===== src/rtl/instr_fetch.sv =====
`default_nettype none
// ============================================================================
// Module   : instr_fetch
// Purpose  : Instruction fetch front end. Issues word-aligned fetch requests,
//            collects in-order memory responses into a small FIFO that feeds
//            decode, drops stale responses after a redirect, and stops
//            fetching after an access fault until the next redirect.
// Revision : 1.0 - initial release
// ============================================================================
module instr_fetch #(
   parameter logic [31:0] RESET_PC  = 32'h0000_0000,
   parameter int          BUF_DEPTH = 2
) (
   input  logic        clk,
   input  logic        rstn,
   output logic        imem_req_valid,
   input  logic        imem_req_ready,
   output logic [31:0] imem_req_addr,
   input  logic        imem_rsp_valid,
   input  logic [31:0] imem_rsp_data,
   input  logic        imem_rsp_err,
   input  logic        redirect_valid,
   input  logic [31:0] redirect_pc,
   output logic        id_valid,
   input  logic        id_ready,
   output logic [31:0] id_pc,
   output logic [31:0] id_instr,
   output logic        id_fault
);

   localparam int               PTR_W       = $clog2(BUF_DEPTH);
   localparam int               CNT_W       = $clog2(BUF_DEPTH + 1);
   localparam logic [31:0]      FAULT_INSTR = 32'h0000_0013;
   localparam logic [PTR_W-1:0] LAST_PTR    = PTR_W'(BUF_DEPTH - 1);
   localparam logic [CNT_W:0]   DEPTH_W     = (CNT_W + 1)'(BUF_DEPTH);

   typedef enum logic [0:0] {
      ST_RUN   = 1'b0,
      ST_FAULT = 1'b1
   } state_t;

   state_t           state;
   logic [31:0]      fetch_pc;
   logic [31:0]      rsp_pc;       // PC belonging to the next response that will be kept
   logic [CNT_W-1:0] outstanding;
   logic [CNT_W-1:0] drop_cnt;
   logic [CNT_W-1:0] buf_count;
   logic [PTR_W-1:0] rd_ptr;
   logic [PTR_W-1:0] wr_ptr;

   logic [31:0]      buf_pc    [BUF_DEPTH];
   logic [31:0]      buf_instr [BUF_DEPTH];
   logic             buf_fault [BUF_DEPTH];

   logic             req_fire;
   logic             pop;
   logic             push;
   logic [CNT_W:0]   occupancy;
   logic [31:0]      redirect_target;
   logic             unused_redirect_lsbs;

   function automatic logic [PTR_W-1:0] ptr_inc(input logic [PTR_W-1:0] p);
      return (p == LAST_PTR) ? '0 : p + PTR_W'(1);
   endfunction

   assign redirect_target      = {redirect_pc[31:2], 2'b00};
   assign unused_redirect_lsbs = ^redirect_pc[1:0];

   // A slot freed by this cycle's pop counts as available, which keeps the
   // pipe at one instruction per cycle while still reserving a buffer slot
   // for every response that can come back.
   assign pop       = id_valid && id_ready;
   assign occupancy = {1'b0, outstanding} + {1'b0, buf_count} - {{CNT_W{1'b0}}, pop};

   assign imem_req_valid = rstn && (state == ST_RUN) && !redirect_valid && (occupancy < DEPTH_W);
   assign imem_req_addr  = fetch_pc;
   assign req_fire       = imem_req_valid && imem_req_ready;

   // Responses are kept only when nothing stale is pending, fetch is running
   // and no redirect is flushing the pipe this cycle.
   assign push = imem_rsp_valid && !redirect_valid && (drop_cnt == '0) && (state == ST_RUN);

   assign id_valid = (buf_count != '0);
   assign id_pc    = id_valid ? buf_pc[rd_ptr]    : 32'h0;
   assign id_instr = id_valid ? buf_instr[rd_ptr] : 32'h0;
   assign id_fault = id_valid ? buf_fault[rd_ptr] : 1'b0;

   // Control state: fetch PC, counters, FIFO pointers and the RUN/FAULT FSM.
   always_ff @(posedge clk or negedge rstn) begin
      if (!rstn) begin
         state       <= ST_RUN;
         fetch_pc    <= RESET_PC;
         rsp_pc      <= RESET_PC;
         outstanding <= '0;
         drop_cnt    <= '0;
         buf_count   <= '0;
         rd_ptr      <= '0;
         wr_ptr      <= '0;
      end else begin
         if (req_fire && !imem_rsp_valid) begin
            outstanding <= outstanding + CNT_W'(1);
         end else if (!req_fire && imem_rsp_valid) begin
            outstanding <= outstanding - CNT_W'(1);
         end

         if (redirect_valid) begin
            // Everything still in flight after this cycle's response is stale.
            fetch_pc  <= redirect_target;
            rsp_pc    <= redirect_target;
            state     <= ST_RUN;
            drop_cnt  <= outstanding - CNT_W'(imem_rsp_valid);
            buf_count <= '0;
            rd_ptr    <= '0;
            wr_ptr    <= '0;
         end else begin
            if (req_fire) begin
               fetch_pc <= fetch_pc + 32'd4;
            end
            if (imem_rsp_valid && (drop_cnt != '0)) begin
               drop_cnt <= drop_cnt - CNT_W'(1);
            end
            if (push) begin
               wr_ptr <= ptr_inc(wr_ptr);
               rsp_pc <= rsp_pc + 32'd4;
               if (imem_rsp_err) begin
                  state <= ST_FAULT;
               end
            end
            if (pop) begin
               rd_ptr <= ptr_inc(rd_ptr);
            end
            if (push && !pop) begin
               buf_count <= buf_count + CNT_W'(1);
            end else if (!push && pop) begin
               buf_count <= buf_count - CNT_W'(1);
            end
         end
      end
   end

   // FIFO storage; validity is tracked by buf_count so no reset is needed.
   always_ff @(posedge clk) begin
      if (push) begin
         buf_pc[wr_ptr]    <= rsp_pc;
         buf_instr[wr_ptr] <= imem_rsp_err ? FAULT_INSTR : imem_rsp_data;
         buf_fault[wr_ptr] <= imem_rsp_err;
      end
   end

endmodule
`default_nettype wire


===== config.mk =====
export PLATFORM = sky130hd
export DESIGN_NAME = instr_fetch
export DESIGN_NICKNAME = d
export VERILOG_FILES = /design/src/rtl/instr_fetch.sv
export SDC_FILE = /design/constraint.sdc
export NUM_CORES = 1
export LEC_CHECK = 0
export ABC_AREA = 1
export CORE_ASPECT_RATIO = 1.75
export CORE_MARGIN = 5
export CORE_UTILIZATION = 45
export CTS_CLUSTER_DIAMETER = 80
export CTS_CLUSTER_SIZE = 40
export DETAILED_ROUTE_END_ITERATION = 8
export PLACE_DENSITY = 0.76
export SYNTH_ARGS = -nofsm -noshare
export SYNTH_HDL_FRONTEND = slang
export SYNTH_SLANG_ARGS = --single-unit

===== constraint.sdc =====
create_clock -name clk -period 3.9 [get_ports clk]
set_input_delay 0.39 -clock clk [delete_from_list [all_inputs] [get_ports clk]]
set_output_delay 0.39 -clock clk [all_outputs]
set_load 0.02 [all_outputs]

==> summary.md <==
| Metric | Value |
|---|---|
| Critical path arrival | 3.02 ns |
| Final setup violation count | 0 |
| Mapped cell area | 0.00999 mm^2 |
| Clk pwr share | 0.264 |
| # DRC | 0 |
| Root buffer cell | clkbuf_16 |
| Pwr/cell area | about 570 mW/mm^2 |
| Yosys warning count | 0 |
| Initial antenna violation count | 0 |
| Non-Filler Instances | between 1500 and 2000 |
| Die width | roughly 120 um |
| Fin Hold WS | about 0.19 ns |
| Crit-path slowest cell | clkdlybuf4s50_1 |
| Critical path type | flop to primary output |
| Net switching power | 2560 uW |
| Fin area | 0.0126 mm^2 |
| Startpoint types | flop |
| Setup_tns | 0 ns |
| Post-CTS Setup Bufs | 0 |
| Pint | 4650 uW |
| I/O Buffers | around 160 |
| CTS Sinks | 195 |
| Mux contribution to synthesized area | 0 |
| CP delay by family, top | simple AND/OR/NAND/NOR gates |
| MaxCap Viol Count | 0 |
| CP cell instances | nor2_4, nor2_1, ha_1, or2_2, fa_1, nand2_1, nor3_1, clkdlybuf4s50_1 |
| CTS tree | built |
| Hold Buf Count CTS | 0 |
| First-pass GRT wire length | ~41000 um |
| Drt initial violations | around 550 |
| Max H-tree Level | 4 |
| Peak fanout along the critical path | 4 |
| Status | finished, final reports clean |
| Tightest Pin Transition | between 0.9 and 1 ns |
| Die area | between 0.02 and 0.03 mm^2 |
| Worst-skew pair later-pin latency | between 0.4 and 0.5 ns |
| Most frequent cells in the layout | nand2_1, clkdlybuf4s50_1, inv_1 |
| Initial core utilization | 0.455 |
| DRT Pass-1 Iters | 5 |
| XOR/XNOR Fraction of Synth Area | 0.0158 |
| Clk_skew | ~0.013 ns |
| Synth top area cells | edfxtp_1, dfrtp_1, nand2_1 |
| Largest family of logic cells by synthesized area | simple AND/OR/NAND/NOR gates |
| FMAX | just under 0.3 GHz |
| # diodes | 0 |
| Post-Place Cells | about 1600 |
| Worst VDD drop | roughly 0.28 mV |
| Footprint of the multi-input gates | roughly 0.0038 mm^2 |
| Layout Utilization | 0.572 |
| Required @ worst endpoint | 3.51 ns |
| Cell count after synthesis | 1197 |
| Final Critical Period | 3.41 ns |
| IO Pins | between 150 and 200 |
| Sequential-to-total area share from yosys stat | 0.551 |
| RSZ-0062 raised after global routing | false |
| Most common cell after layout, fill and taps aside | nand2_1 |
| Synth-to-layout area growth | 25.8% |
| Synth Area in Compound Gates | 0.0663 |
| Slew Limit Fails | 0 |
| Largest net degree at the start of global routing | 70 |
| Register share of total power | 0.380 |
| Placeable Area | 0.0220 mm^2 |
| HP Class | input pin to asynchronous set/reset pin |
| Final HPWL DP | 18000 um |
| Sw frac | 0.355 |
| Crit share post-route | 0.873 |
| ANT nets after route | 0 |
| Post-Synth Simple-Gate Area | 0.279 |
| Worst-case clock buffer depth | 2 |
| CP Capture Type | primary output |
| DR WL/cell | 15.3 um |
| #FFs+latches synth | about 200 |
| Via count | about 8300 |
| Num CTS Buffers | 17 |
| Leakage | around 0.0053 uW |
| Clock slew at reported path FFs | 0.07 ns |
| Core Rows | 72 |
| Final Wtd Congestion | 0.932 |
| Largest stage delay on the critical path | approximately 0.64 ns |
| Share of layout cells above drive strength 1 | 0.0667 |
| Largest area contributor in the netlist | edfxtp_1 |
| Area fraction of the dominant cell type after synthesis | 0.379 |
| Storage element area | about 0.0055 mm^2 |
| Routed WL | 25400 um |
| Total grt overflow | 0 |
| Avg Cell Area, Syn | 8.35 um^2 |
| Final Hold Vio Count | 0 |
| Synth Area in Adders | 0.0108 |
| Vias per inst | between 5 and 6 |
| Combinational fraction of design power | 0.356 |
| FILL cells | ~2000 |
| Final net count | about 1400 |
| Crit path buf inv count | 1 |
| Unique masters post-synth | 38 |
| Slew HR | 0.344 |
| DP Area | 0.0119 mm^2 |
| Vias in the first global route | 8198 |
| Chip height | around 210 um |
| # resized after CTS | 0 |
| Total GRT Usage | 0.203 |
state kept, by name, indices dropped and copies added (netlist names):
signal         flops
buf_instr         64
buf_pc            60
imem_req_addr     30
rsp_pc            30
buf_count          2
buf_fault          2
drop_cnt           2
outstanding        2
rd_ptr             1
state              1
wr_ptr             1
power groups by stage:
stage	Combinational, uW	Clock (uW)	Sequential (uW)
6_report	2560	1910	2740
2_1_floorplan	1440	0	2800
3_3_place_gp	2540	0	2760
4_1_cts	2610	1940	2740
3_5_place_dp	2590	0	2770
5_1_grt	2810	2030	2780
worst reg2reg max path, delay by kind of cell (launching register included):
kind / cells / cell delay [ns]
and+or+nand+nor: 9 / 1.14
adders and majority gates: 2 / 0.74
DFF: 1 / 0.43
buffers and inverters: 2 / 0.38
per-stage QoR:
stage / setup slack (ns) / power (uW)
6_report: 0.493 / 7210
3_3_place_gp: 0.548 / 5300
2_1_floorplan: 0.896 / 4240
5_1_grt: 0.372 / 7610
3_5_place_dp: 0.532 / 5360
4_1_cts: 0.493 / 7290
Yosys cell counts, drive strengths merged:
cell type / instances
nand3: 93
o211ai: 6
inv: 135
o221ai: 1
ha: 7
nand4: 2
o31ai: 2
nor2: 121
a21oi: 74
o21ai: 28
edfxtp: 126
clkinv: 7
nand3b: 2
conb: 1
o21bai: 8
fa: 1
clkbuf: 16
o22ai: 2
buf: 29
nand2: 438
xnor2: 4
nor3: 2
dfrtp: 69
a21boi: 1
xor2: 14
or2: 6
and2: 2
layout make-up:
type | count | area share
Clock inverter | 11 | 0.0156
Sequential cell | 195 | 0.439
Tap cell | 296 | 0.0295
Inverter | 142 | 0.0424
Timing Repair Buffer | 178 | 0.139
Multi-Input combinational cell | 818 | 0.299
Clock buffer | 21 | 0.0358
worst paths after layout:
path | from | to | slack [ns] | cells past startpoint
worst max-delay path | buf_count[0]$_DFFE_PN0P_ | imem_req_valid | 0.49 | 8
worst min-delay path | rstn | outstanding[1]$_DFFE_PN0P_ | 0.19 | 2
worst max register to register | buf_count[0]$_DFFE_PN0P_ | imem_req_addr[14]$_DFFE_PN0P_ | 1.12 | 13
worst min register to register | outstanding[0]$_DFFE_PN0P_ | outstanding[0]$_DFFE_PN0P_ | 0.48 | 1
max in group asynchronous | rstn | rsp_pc[23]$_DFFE_PN0P_ | 3.02 | 2
min in group clk | outstanding[0]$_DFFE_PN0P_ | outstanding[0]$_DFFE_PN0P_ | 0.48 | 1
cell families (layout without fill, tap and decap cells):
logic type | Yosys count | in the layout
adders and majority gates | 8 | 8
xor gates and xnor gates | 18 | 18
buffers and inverters | 187 | 352
and+or+nand+nor | 666 | 666
DFF | 195 | 195
other | 1 | 4
AOI/OAI and AO/OA | 122 | 122
layer usage:
metal  up-vias  routed length, um  global-route usage
met1      3861               9500               0.224
met5         -                  0                   0
met4         0               1440               0.125
met2       256              13300               0.360
li1       4128                  -                   -
met3        86               1180              0.0292
Note: power is estimated with default switching activity, not from simulation.
